==> config.mk <==
export PLATFORM = sky130hd
export DESIGN_NAME = up_down_counter_mod
export DESIGN_NICKNAME = d
export VERILOG_FILES = /design/src/rtl/up_down_counter_pkg.sv /design/src/rtl/udc_next_value.sv /design/src/rtl/up_down_counter_mod.sv
export SDC_FILE = /design/constraint.sdc
export NUM_CORES = 1
export LEC_CHECK = 0
export ABC_CLOCK_PERIOD_IN_PS = 8600
export BUFFER_PORTS_ARGS = -buffer_cell sky130_fd_sc_hd__buf_4
export CAP_MARGIN = 25
export CORE_AREA = 2 2 74 111
export DETAILED_ROUTE_END_ITERATION = 10
export DIE_AREA = 0 0 76 113
export PLACE_DENSITY = 0.55
export REMOVE_ABC_BUFFERS = 1
export SETUP_SLACK_MARGIN = 0.3
export SYNTH_ARGS = -nofsm -noshare
export SYNTH_HDL_FRONTEND = slang
export SYNTH_SLANG_ARGS = --single-unit
==> constraint.sdc <==
create_clock -name clk -period 8.6 [get_ports clk]
set_input_delay 0.86 -clock clk [delete_from_list [all_inputs] [get_ports clk]]
set_output_delay 0.86 -clock clk [all_outputs]
set_load 0.05 [all_outputs]
==> src/rtl/up_down_counter_pkg.sv <==
// ============================================================================
// Module  : up_down_counter_pkg
// Purpose : Shared encodings for the modulo up/down counter: the sat_mode
//           and up_down control bit meanings.
// Ports   : none (package)
// Rev     : 1.0  initial release
// ============================================================================
`default_nettype none

package up_down_counter_pkg;

  // sat_mode encodings
  localparam logic MODE_WRAP = 1'b0;
  localparam logic MODE_SAT  = 1'b1;

  // up_down encodings
  localparam logic DIR_UP    = 1'b0;
  localparam logic DIR_DOWN  = 1'b1;

endpackage : up_down_counter_pkg

`default_nettype wire

==> src/rtl/udc_next_value.sv <==
// ============================================================================
// Module  : udc_next_value
// Purpose : Combinational next-count calculator for one enabled count step,
//           including wrap/saturate handling and overflow/underflow events.
// Ports   : counter   in  WIDTH  current registered count
//           limit     in  WIDTH  inclusive maximum count
//           up_down   in  1      DIR_UP / DIR_DOWN
//           sat_mode  in  1      MODE_WRAP / MODE_SAT
//           next      out WIDTH  count after one enabled step
//           wrap      out 1      step wrapped in either direction
//           ovf_evt   out 1      up-wrap or up-clamp happened
//           unf_evt   out 1      down-wrap or down-clamp happened
// Rev     : 1.0  initial release
// ============================================================================
`default_nettype none

module udc_next_value
  import up_down_counter_pkg::*;
#(
  parameter int          WIDTH = 8,
  parameter int unsigned STEP  = 1
) (
  input  logic [WIDTH-1:0] counter,
  input  logic [WIDTH-1:0] limit,
  input  logic             up_down,
  input  logic             sat_mode,
  output logic [WIDTH-1:0] next,
  output logic             wrap,
  output logic             ovf_evt,
  output logic             unf_evt
);

  localparam logic [WIDTH:0]   STEP_X = (WIDTH+1)'(STEP);
  localparam logic [WIDTH-1:0] STEP_N = WIDTH'(STEP);

  logic [WIDTH:0]   sum_x;
  logic [WIDTH-1:0] up_wrap_val;
  logic [WIDTH-1:0] dn_wrap_val;

  // Sum is formed one bit wider so overflow past 2**WIDTH-1 is never lost.
  assign sum_x = {1'b0, counter} + STEP_X;

  // Wrapped results always land in 0..limit, so the low WIDTH bits of the
  // modular arithmetic are exact.
  assign up_wrap_val = sum_x[WIDTH-1:0] - limit - WIDTH'(1);
  assign dn_wrap_val = counter - STEP_N + limit + WIDTH'(1);

  always_comb begin
    next    = counter;
    wrap    = 1'b0;
    ovf_evt = 1'b0;
    unf_evt = 1'b0;
    if (up_down == DIR_UP) begin
      if (counter > limit) begin
        // Limit was lowered below the count: treat as an overflow.
        ovf_evt = 1'b1;
        if (sat_mode == MODE_SAT) begin
          next = limit;
        end else begin
          next = '0;
          wrap = 1'b1;
        end
      end else if (sum_x <= {1'b0, limit}) begin
        next = sum_x[WIDTH-1:0];
      end else begin
        ovf_evt = 1'b1;
        if (sat_mode == MODE_SAT) begin
          next = limit;
        end else begin
          next = up_wrap_val;
          wrap = 1'b1;
        end
      end
    end else begin
      if (counter > limit) begin
        // Out-of-range count moving down re-enters at the top, silently.
        next = limit;
      end else if ({1'b0, counter} >= STEP_X) begin
        next = counter - STEP_N;
      end else begin
        unf_evt = 1'b1;
        if (sat_mode == MODE_SAT) begin
          next = '0;
        end else begin
          next = dn_wrap_val;
          wrap = 1'b1;
        end
      end
    end
  end

endmodule : udc_next_value

`default_nettype wire

==> src/rtl/up_down_counter_mod.sv <==
// ============================================================================
// Module  : up_down_counter_mod
// Purpose : Parametrised modulo up/down counter with runtime limit, fixed
//           step, wrap/saturate mode, sync clear/load, terminal flags, a wrap
//           pulse and sticky overflow/underflow flags.
// Ports   : clk, reset_n (async active-low)
//           clear, load, load_value, enable, up_down, sat_mode, limit,
//           flag_clr                                   -- control inputs
//           counter, wrap_pulse, sticky_ovf, sticky_unf -- registered outputs
//           at_max, at_zero, cfg_err                   -- combinational outputs
// Rev     : 1.0  initial release
// ============================================================================
`default_nettype none

module up_down_counter_mod
  import up_down_counter_pkg::*;
#(
  parameter int          WIDTH = 8,
  parameter int unsigned STEP  = 1
) (
  input  logic             clk,
  input  logic             reset_n,
  input  logic             clear,
  input  logic             load,
  input  logic [WIDTH-1:0] load_value,
  input  logic             enable,
  input  logic             up_down,
  input  logic             sat_mode,
  input  logic [WIDTH-1:0] limit,
  input  logic             flag_clr,
  output logic [WIDTH-1:0] counter,
  output logic             at_max,
  output logic             at_zero,
  output logic             wrap_pulse,
  output logic             sticky_ovf,
  output logic             sticky_unf,
  output logic             cfg_err
);

  localparam logic [WIDTH:0] STEP_X = (WIDTH+1)'(STEP);

  logic [WIDTH-1:0] count_q, count_d;
  logic             wrap_q, wrap_d;
  logic             ovf_q, ovf_d;
  logic             unf_q, unf_d;

  logic [WIDTH-1:0] nv_next;
  logic             nv_wrap, nv_ovf, nv_unf;
  logic             ovf_set, unf_set;

  udc_next_value #(
    .WIDTH (WIDTH),
    .STEP  (STEP)
  ) u_next (
    .counter  (count_q),
    .limit    (limit),
    .up_down  (up_down),
    .sat_mode (sat_mode),
    .next     (nv_next),
    .wrap     (nv_wrap),
    .ovf_evt  (nv_ovf),
    .unf_evt  (nv_unf)
  );

  assign cfg_err = ({1'b0, limit} < STEP_X);

  always_comb begin
    count_d = count_q;
    wrap_d  = 1'b0;
    ovf_set = 1'b0;
    unf_set = 1'b0;
    if (clear) begin
      count_d = '0;
    end else if (load) begin
      count_d = (load_value > limit) ? limit : load_value;
    end else if (enable && !cfg_err) begin
      count_d = nv_next;
      wrap_d  = nv_wrap;
      ovf_set = nv_ovf;
      unf_set = nv_unf;
    end
    // A new event in the same cycle as flag_clr keeps the flag set.
    ovf_d = ovf_set | (ovf_q & ~flag_clr);
    unf_d = unf_set | (unf_q & ~flag_clr);
  end

  always_ff @(posedge clk or negedge reset_n) begin
    if (!reset_n) begin
      count_q <= '0;
      wrap_q  <= 1'b0;
      ovf_q   <= 1'b0;
      unf_q   <= 1'b0;
    end else begin
      count_q <= count_d;
      wrap_q  <= wrap_d;
      ovf_q   <= ovf_d;
      unf_q   <= unf_d;
    end
  end

  assign counter    = count_q;
  assign wrap_pulse = wrap_q;
  assign sticky_ovf = ovf_q;
  assign sticky_unf = unf_q;
  assign at_max     = (count_q == limit);
  assign at_zero    = (count_q == '0);

endmodule : up_down_counter_mod

`default_nettype wire

[Word level (Yosys, flattened, before mapping)]
Index checks and enable logic that the tools add are counted.
Storage, ports and cells
  input port bits: 24
  register bits after elaboration: 11
  logic and storage cells: 58
Cells by class
  equal/unequal tests: 1
  $lt $le $gt $ge: 5
  add/sub/neg operators: 6
  reductions and logical operators: 4
  multiplexer cells: 33
  bitwise operators: 5
Operators with widths (number)
  $mux W8: 12
  $mux W1: 21
  $gt A8 B8 Y1: 2
  $sub A8 B1 Y8 const B: 2
  $add A8 B1 Y9 const B: 1
  $le A9 B8 Y1: 1
  $add A8 B1 Y8 const B: 1
  $add A8 B8 Y8: 1
  $eq A8 B8 Y1: 1
  $ge A8 B1 Y1 const B: 1
  $logic_not A8 Y1: 1
  $lt A8 B1 Y1 const B: 1
  $sub A8 B8 Y8: 1
  $reduce_bool A3 Y1: 1
  $and A1 B1 Y1: 2
  $or A1 B1 Y1: 2
  $logic_and A1 B1 Y1: 1
  $logic_not A1 Y1: 1
  $not A1 Y1: 1

[Logic depth before layout (Yosys ltp)]
Gate-level depths: netlist of the first run.
  depth after elaboration: 10
  gate-level depth with buffers: 14
  gate-level depth less buffers: 12

[Hierarchy]
A second synthesis of the first run with hierarchy kept.
Unflattened totals
  cells, all modules: 337
  area, all modules: 2588.7 um^2
Modules (own cells, without submodules)
  udc_next_value: area each 1614.0 um^2, cells an instance 227, instances 1, seq. area each 0.0 um^2
  up_down_counter_mod: area each 974.7 um^2, cells an instance 110, instances 1, seq. area each 275.3 um^2

[Least setup slack after synthesis of the first run]
OpenSTA, ideal clock, no wires.
  path type: flip-flop to flip-flop
  start point: register count_q[0] (netlist: counter[0])
  end point: register count_q[7] (netlist: counter[7])
  buffers on the path: 3
  data arrival time: 3.773 ns
  setup slack: 4.705 ns
  cell stages (with the launch flop): 12
  path through: dfrtp_1 clkbuf_1 inv_1 ha_1 nor3_1 a21oi_1 and2_1 clkbuf_1 buf_2 a21oi_1 o2111ai_1 a32o_1
Between the ends
  word-level cells in the longest chain between the ends: 10
  elaborated cells between the ends (all ways): 19
Ends and longest elaborated chain
  start: declaration: line up_down_counter_mod.sv:42  | logic [WIDTH-1:0] count_q, count_d;
  start signal: assignment: line up_down_counter_mod.sv:94  | count_q <= count_d;
  $add A8 B1 Y9 or $sub A8 B1 Y8 (tied branches): line udc_next_value.sv:41, udc_next_value.sv:46, udc_next_value.sv:79
  $sub A8 B8 Y8 or $add A8 B8 Y8 (tied branches): line udc_next_value.sv:45, udc_next_value.sv:46
  $sub A8 B1 Y8 or $add A8 B1 Y8 (tied branches): line udc_next_value.sv:45, udc_next_value.sv:46
  $mux W8, on equally long branches: line udc_next_value.sv:67, udc_next_value.sv:82
  $mux W8, on equally long branches: line udc_next_value.sv:63, udc_next_value.sv:78
  $mux W8, on equally long branches: line udc_next_value.sv:54, udc_next_value.sv:75
  $mux W8 *: line udc_next_value.sv:53  | if (up_down == DIR_UP) begin
  $mux W8 *: line up_down_counter_mod.sv:76  | end else if (enable && !cfg_err) begin
  $mux W8 *: line up_down_counter_mod.sv:74  | end else if (load) begin
  $mux W8 *: line up_down_counter_mod.sv:72  | if (clear) begin
Mark *: on every way between the ends. The rest lies on a longest branch, timed or not. The select of a mux whose other input is x is not followed.
A chain may end at the register's enable or synchronous reset.

[Worst setup path after layout of the first run]
  start point: register count_q[2] (netlist: counter[2])
  end point: register count_q[3] (netlist: counter[3])
Same word-level chain as after synthesis.

==> results.yml, run 1 <==
global_route:
  grt_pass1_vias: 2777
  grt_pass1_wl_um: 15000
  grt_use_met1_pct: 22.9
  grtUsageTotal_pct: 22.4
  grtUsageMet2_pct: 42.0
  grt_overflow: 0
  antenna_found_initial: 0
  top_usage_layer: "met2"
  grt_max_degree: 19
  use_met3_pct: 1.75
worst_setup_path:
  critPathRequiredTime_ns: 8.72
  cp.arrival_ns: 3.59
  start_kind: "flop"
  cp-end-kind: "flop"
  crit_type: "flop to flop"
  path_max_fanout: 12
yosys:
  synth-edff-count: 0
  synth-async-reset-ratio_pct: 100
  synthesis.instances: 326
  synthFlopType: "dfrtp_1"
  avgSynthCellArea_um2: 7.75
  synth-seq-area-share_pct: 10.9
  ys_warn_count: 0
  synth.cell_area_um2: 2530
  ys_ff_latch: 11
  synth_cell_types: 68
sta:
  setup_viol: 0
  hold_viol_final: 0
  post-route-period-util_pct: 40.3
  maxSlewViolCount: 0
  period_minus_slack_ns: 3.46
  fin_skew_ns: 0.00266
  max_freq_mhz: 289
  worst_slew_pin_slew_ns: 0.636
  rsz0062_at_grt: "false"
  slew_headroom_pct: 57.6
  tns_ns: 0
finish:
  stdcell_area_um2: 2910
  syn2layout_area_growth_pct: 15.4
  final_common_cell: "buf_4"
  drive_above_1_share_pct: 16.6
  fin_util_pct: 38.5
  antenna_cells: 0
  fillers: 811
  nets: 412
  final_cell_mix: "buf_4 (37), ha_1 (36), a21oi_1 (33)"
status:
  status: "complete, no violations"
detailed_routing:
  dr.first_iter.drc_count: 114
  wire_per_inst_um: 21.3
  drt-total-wl_um: 9610
  drc_errors: 0
  detail-route-antenna-nets: 0
  num_vias: 2720
  dr.pass1.iters: 4
  via_per_inst: 6.03
die:
  die_area_um2: 8590
  ios: 38
  die_x_um: 76
  die_height_um: 113
  initial_utilization_pct: 33.4
  rows: 39
  core_area_um2: 7560
clock_network:
  cts_resized: 0
  cts_tree: "yes"
  clock_sinks: 11
  cts_max_level: 1
  cts_made_buffers: 3
  clk_pin_slew_worst_paths_ns: 0.04
  cts_hold_buf: 0
  root_buffer: "clkbuf_16"
  cts_setup_buffers: 0
  cts_buffer_depth: 2
  clk_latency_ns: 0.24
pwr:
  power_uw: 470
  power_density_nw_per_um2: 161
  ir_worst_vdd_uv: 92.0
  p_leak_nw: 1.33
placed_design:
  place_area_um2: 2840
  numPortBuffers: 37
  place_congestion: 0.974
  dp.final_hpwl_um: 7600
job:
  max-cap-violations: 0
hold_path:
  hold_class: "primary input to async pin"
## registers in the layout (all words and copies together), names as in the netlist
signal,flops
counter,8
sticky_ovf,1
wrap_pulse,1
sticky_unf,1
## per-stage QoR
stage | worst slack [ns] | hold slack (ns) | std cells
2_1_floorplan | 4.63 | 0.564 | 308
3_3_place_gp | 4.95 | 0.520 | 447
3_5_place_dp | 4.95 | 0.521 | 447
4_1_cts | 5.20 | 0.455 | 451
5_1_grt | 4.97 | 0.458 | 451
6_report | 5.14 | 0.448 | 451
## worst paths after layout
kind | endpoint | start | cells after the start | slack [ns]
min in group clk | sticky_unf$_DFF_PN0_ | sticky_unf$_DFF_PN0_ | 2 | 0.53
setup reg to reg | counter[3]$_DFFE_PN0P_ | counter[2]$_DFFE_PN0P_ | 12 | 5.14
hold / removal | counter[3]$_DFFE_PN0P_ | reset_n | 1 | 0.45
max in group asynchronous | sticky_ovf$_DFF_PN0_ | reset_n | 1 | 8.00
setup / recovery | counter[3]$_DFFE_PN0P_ | counter[2]$_DFFE_PN0P_ | 12 | 5.14
hold reg to reg | sticky_unf$_DFF_PN0_ | sticky_unf$_DFF_PN0_ | 2 | 0.53
## where the power goes
part           total [mW]  switching [mW]  internal (mW)
clock network      0.0861          0.0238         0.0623
registers          0.0765          0.0201         0.0563
logic               0.307           0.183          0.124
total               0.470           0.227          0.242
## Yosys cell counts (3+ instances only)
master     number  area [µm²]
a2111oi_0       3        26.3
a211o_1         3        26.3
a211oi_1        7        52.6
a21o_1          5        37.5
a21oi_1        33         165
a22oi_1         3        22.5
and2_1          3        18.8
and3_1          6        37.5
buf_2           4        20.0
clkbuf_1        9        33.8
dfrtp_1        11         275
ha_1           36         450
inv_1          23        86.3
mux2_2          4        45.0
mux2i_1         4        40.0
nand2_1        21        78.8
nand3_1        14        70.1
nand3b_1        3        22.5
nand4_1         6        37.5
nor2_1         15        56.3
nor2b_1         3        18.8
nor3_1          7        35.0
o21a_1          3        22.5
o21ai_0        19        95.1
o21bai_1        3        22.5
o22ai_1         5        31.3
o31ai_1         3        22.5
xnor2_1        13         114
xor2_1          8        70.1
## layout make-up
type / count / area, µm² / share of cell area (%)
multi-input cells: 274 / 2070 / 71.0
repair buffers: 37 / 278 / 9.53
flip-flops and latches: 11 / 275 / 9.45
well taps: 102 / 128 / 4.38
inverters: 23 / 86.3 / 2.96
clock buffers: 4 / 78.8 / 2.71
## worst max-delay path, cell delays in order (launching register included)
cell	delay [ns]
dfrtp_1	0.74
and3_1	0.30
and3_2	0.23
nand3_1	0.10
xnor2_1	0.18
ha_1	0.23
a211oi_1	0.19
o21ai_0	0.15
o21ai_2	0.28
and2_4	0.27
nand2_1	0.09
a211o_1	0.30
a21oi_1	0.27
## logic make-up after synthesis
kind of cell | after synthesis | share of synthesized area (%)
compound gates | 110 | 30.7
simple gates | 97 | 21.2
buf+inv | 41 | 7.23
fa+ha+maj | 38 | 19.4
xor+xnor | 21 | 7.28
flops | 11 | 10.9
mux | 8 | 3.37
## metal layers
| layer | wire length, µm | share of wire, % | up-vias |
|---|---|---|---|
| met5 | 0 | 0 | - |
| met4 | 816 | 8.5 | 0 |
| met3 | 430 | 4.5 | 51 |
| met2 | 4950 | 51 | 97 |
| met1 | 3420 | 36 | 1300 |
| li1 | - | - | 1272 |
Power figures use the tool's default switching activity.
==> run 2, diff against run 1 <==
ABC_CLOCK_PERIOD_IN_PS = 3300   (was 8600)
clock period = 3.3 ns   (was 8.6 ns; I/O delays follow)
==> results.yml, run 2 (synthesis results as in run 1) <==
global_route:
  grt_overflow: 0
  grtUsageTotal_pct: 22.4
  grt_pass1_wl_um: 15100
  antenna_found_initial: 0
  grt_pass1_vias: 2736
  grt_max_degree: 19
worst_setup_path:
  path_max_fanout: 5
  rrSetupSlack_ns: 0.28
  cp.arrival_ns: 3.14
  cp-end-kind: "flop"
  start_kind: "flop"
  critPathRequiredTime_ns: 3.42
  r2r_cells: 12
  r2r_end: "counter[5]$_DFFE_PN0P_"
  r2r_start: "counter[0]$_DFFE_PN0P_"
  crit_type: "flop to flop"
detailed_routing:
  wire_per_inst_um: 20.7
  via_per_inst: 5.85
  dr.pass1.iters: 5
  drt-total-wl_um: 9880
  detail-route-antenna-nets: 0
  drc_errors: 0
  dr.first_iter.drc_count: 111
  route.top_layer_used: "met4"
  wl_met1_um: 3750
  num_vias: 2786
  dr_wl_met2_um: 5070
  wl_met3_um: 370
finish:
  final_cell_mix: "buf_4 (59), a21oi_1 (32), ha_1 (28)"
  fin_cells: 476
  nets: 437
  largest_reg_flops: 8
  final_common_cell: "buf_4"
  antenna_cells: 0
  syn2layout_area_growth_pct: 31.1
  drive_above_1_share_pct: 30.5
status:
  status: "complete, no violations"
clock_network:
  clk_pin_slew_worst_paths_ns: 0.04
  clock_sinks: 11
  cts_made_buffers: 3
  cts_buffer_depth: 2
  root_buffer: "clkbuf_16"
  cts_tree: "yes"
  cts_max_level: 1
  clk_latency_ns: 0.24
sta:
  slew_headroom_pct: 63.2
  fin_skew_ns: 0.00409
  period_minus_slack_ns: 3.02
  setup_viol: 0
  maxSlewViolCount: 0
  max_freq_mhz: 331
  worst_slew_pin_slew_ns: 0.550
  whs_ns: 0.302
  post-route-period-util_pct: 91.6
  rsz0062_at_grt: "false"
  tns_ns: 0
  hold_viol_final: 0
die:
  die_x_um: 76
  rows: 39
  ios: 38
  die_height_um: 113
  initial_utilization_pct: 33.4
  die_area_um2: 8590
  core_area_um2: 7560
hold_path:
  hold_end: "sticky_ovf$_DFF_PN0_"
  holdCritStartpoint: "flag_clr"
  hold_class: "primary input to flop"
  min_path_cells: 2
placed_design:
  numPortBuffers: 37
  placedCellCount: 460
  place_congestion: 0.944
  dp.final_hpwl_um: 7640
pwr:
  power_density_nw_per_um2: 422
  ir_worst_vdd_uv: 203
  p_leak_nw: 1.49
job:
  max-cap-violations: 0
==> run 2: stage by stage <==
stage | power, mW | util (%) | area (µm²) | setup WS, ns
final | 1.40 | 43.8 | 3310 | 0.278
after CTS | 1.25 | 40.3 | 3050 | 0.305
after global routing | 1.49 | 43.8 | 3310 | 0.180
after floorplan | 0.748 | - | 2430 | -0.671
after global placement | 1.02 | 38.8 | 2930 | 0.140
after detailed placement | 1.01 | 38.8 | 2930 | 0.0906
==> run 2: routing by layer <==
metal  vias to the layer above  GRT usage (%)
met5                         -              0
met4                         0           15.4
met3                        40           1.28
met2                        90           40.3
met1                      1339           25.3
li1                       1317              -
==> run 2: worst max-delay path by stage <==
| stage | from | end | slack (ns) | cells after the start |
|---|---|---|---|---|
| 2_1_floorplan | counter[0]$_DFFE_PN0P_ | counter[7]$_DFFE_PN0P_ | -0.67 | 8 |
| 3_3_place_gp | counter[0]$_DFFE_PN0P_ | counter[5]$_DFFE_PN0P_ | 0.14 | 12 |
| 3_5_place_dp | counter[0]$_DFFE_PN0P_ | counter[7]$_DFFE_PN0P_ | 0.09 | 12 |
| 4_1_cts | counter[0]$_DFFE_PN0P_ | counter[5]$_DFFE_PN0P_ | 0.30 | 11 |
| 5_1_grt | counter[0]$_DFFE_PN0P_ | counter[5]$_DFFE_PN0P_ | 0.18 | 12 |
| 6_report | counter[0]$_DFFE_PN0P_ | counter[5]$_DFFE_PN0P_ | 0.28 | 12 |
==> run 2: what timing repair did <==
action	4_1_cts	5_1_grt
gates resized for setup	7	40
pin swaps	1	12
setup buffers	0	11
endpoints found under the hold margin	11	0
hold buffers	1	0
endpoints found under the setup margin	4	9
==> run 2: where the power goes <==
part | internal (mW) | switching (mW)
clock | 0.162 | 0.0602
combinational | 0.439 | 0.567
sequential | 0.148 | 0.0190
total | 0.750 | 0.646
==> run 2: worst max-delay path, cell delays in order (launching register included) <==
cell,delay [ns]
dfrtp_2,0.48
inv_4,0.10
ha_4,0.17
nand2_1,0.09
xnor2_2,0.24
ha_4,0.26
and3_4,0.17
a21oi_2,0.17
nand3b_1,0.13
xor2_1,0.17
a2111oi_1,0.57
o31ai_1,0.11
o211a_1,0.24
==> run 2: cell type report <==
| type | count | area (µm²) |
|---|---|---|
| sequential | 11 | 279 |
| clock buffer | 4 | 78.8 |
| timing repair buffer | 62 | 479 |
| fill | 774 | 4250 |
| multi-input combinational | 274 | 2260 |
| inverter | 23 | 91.3 |
| tap | 102 | 128 |
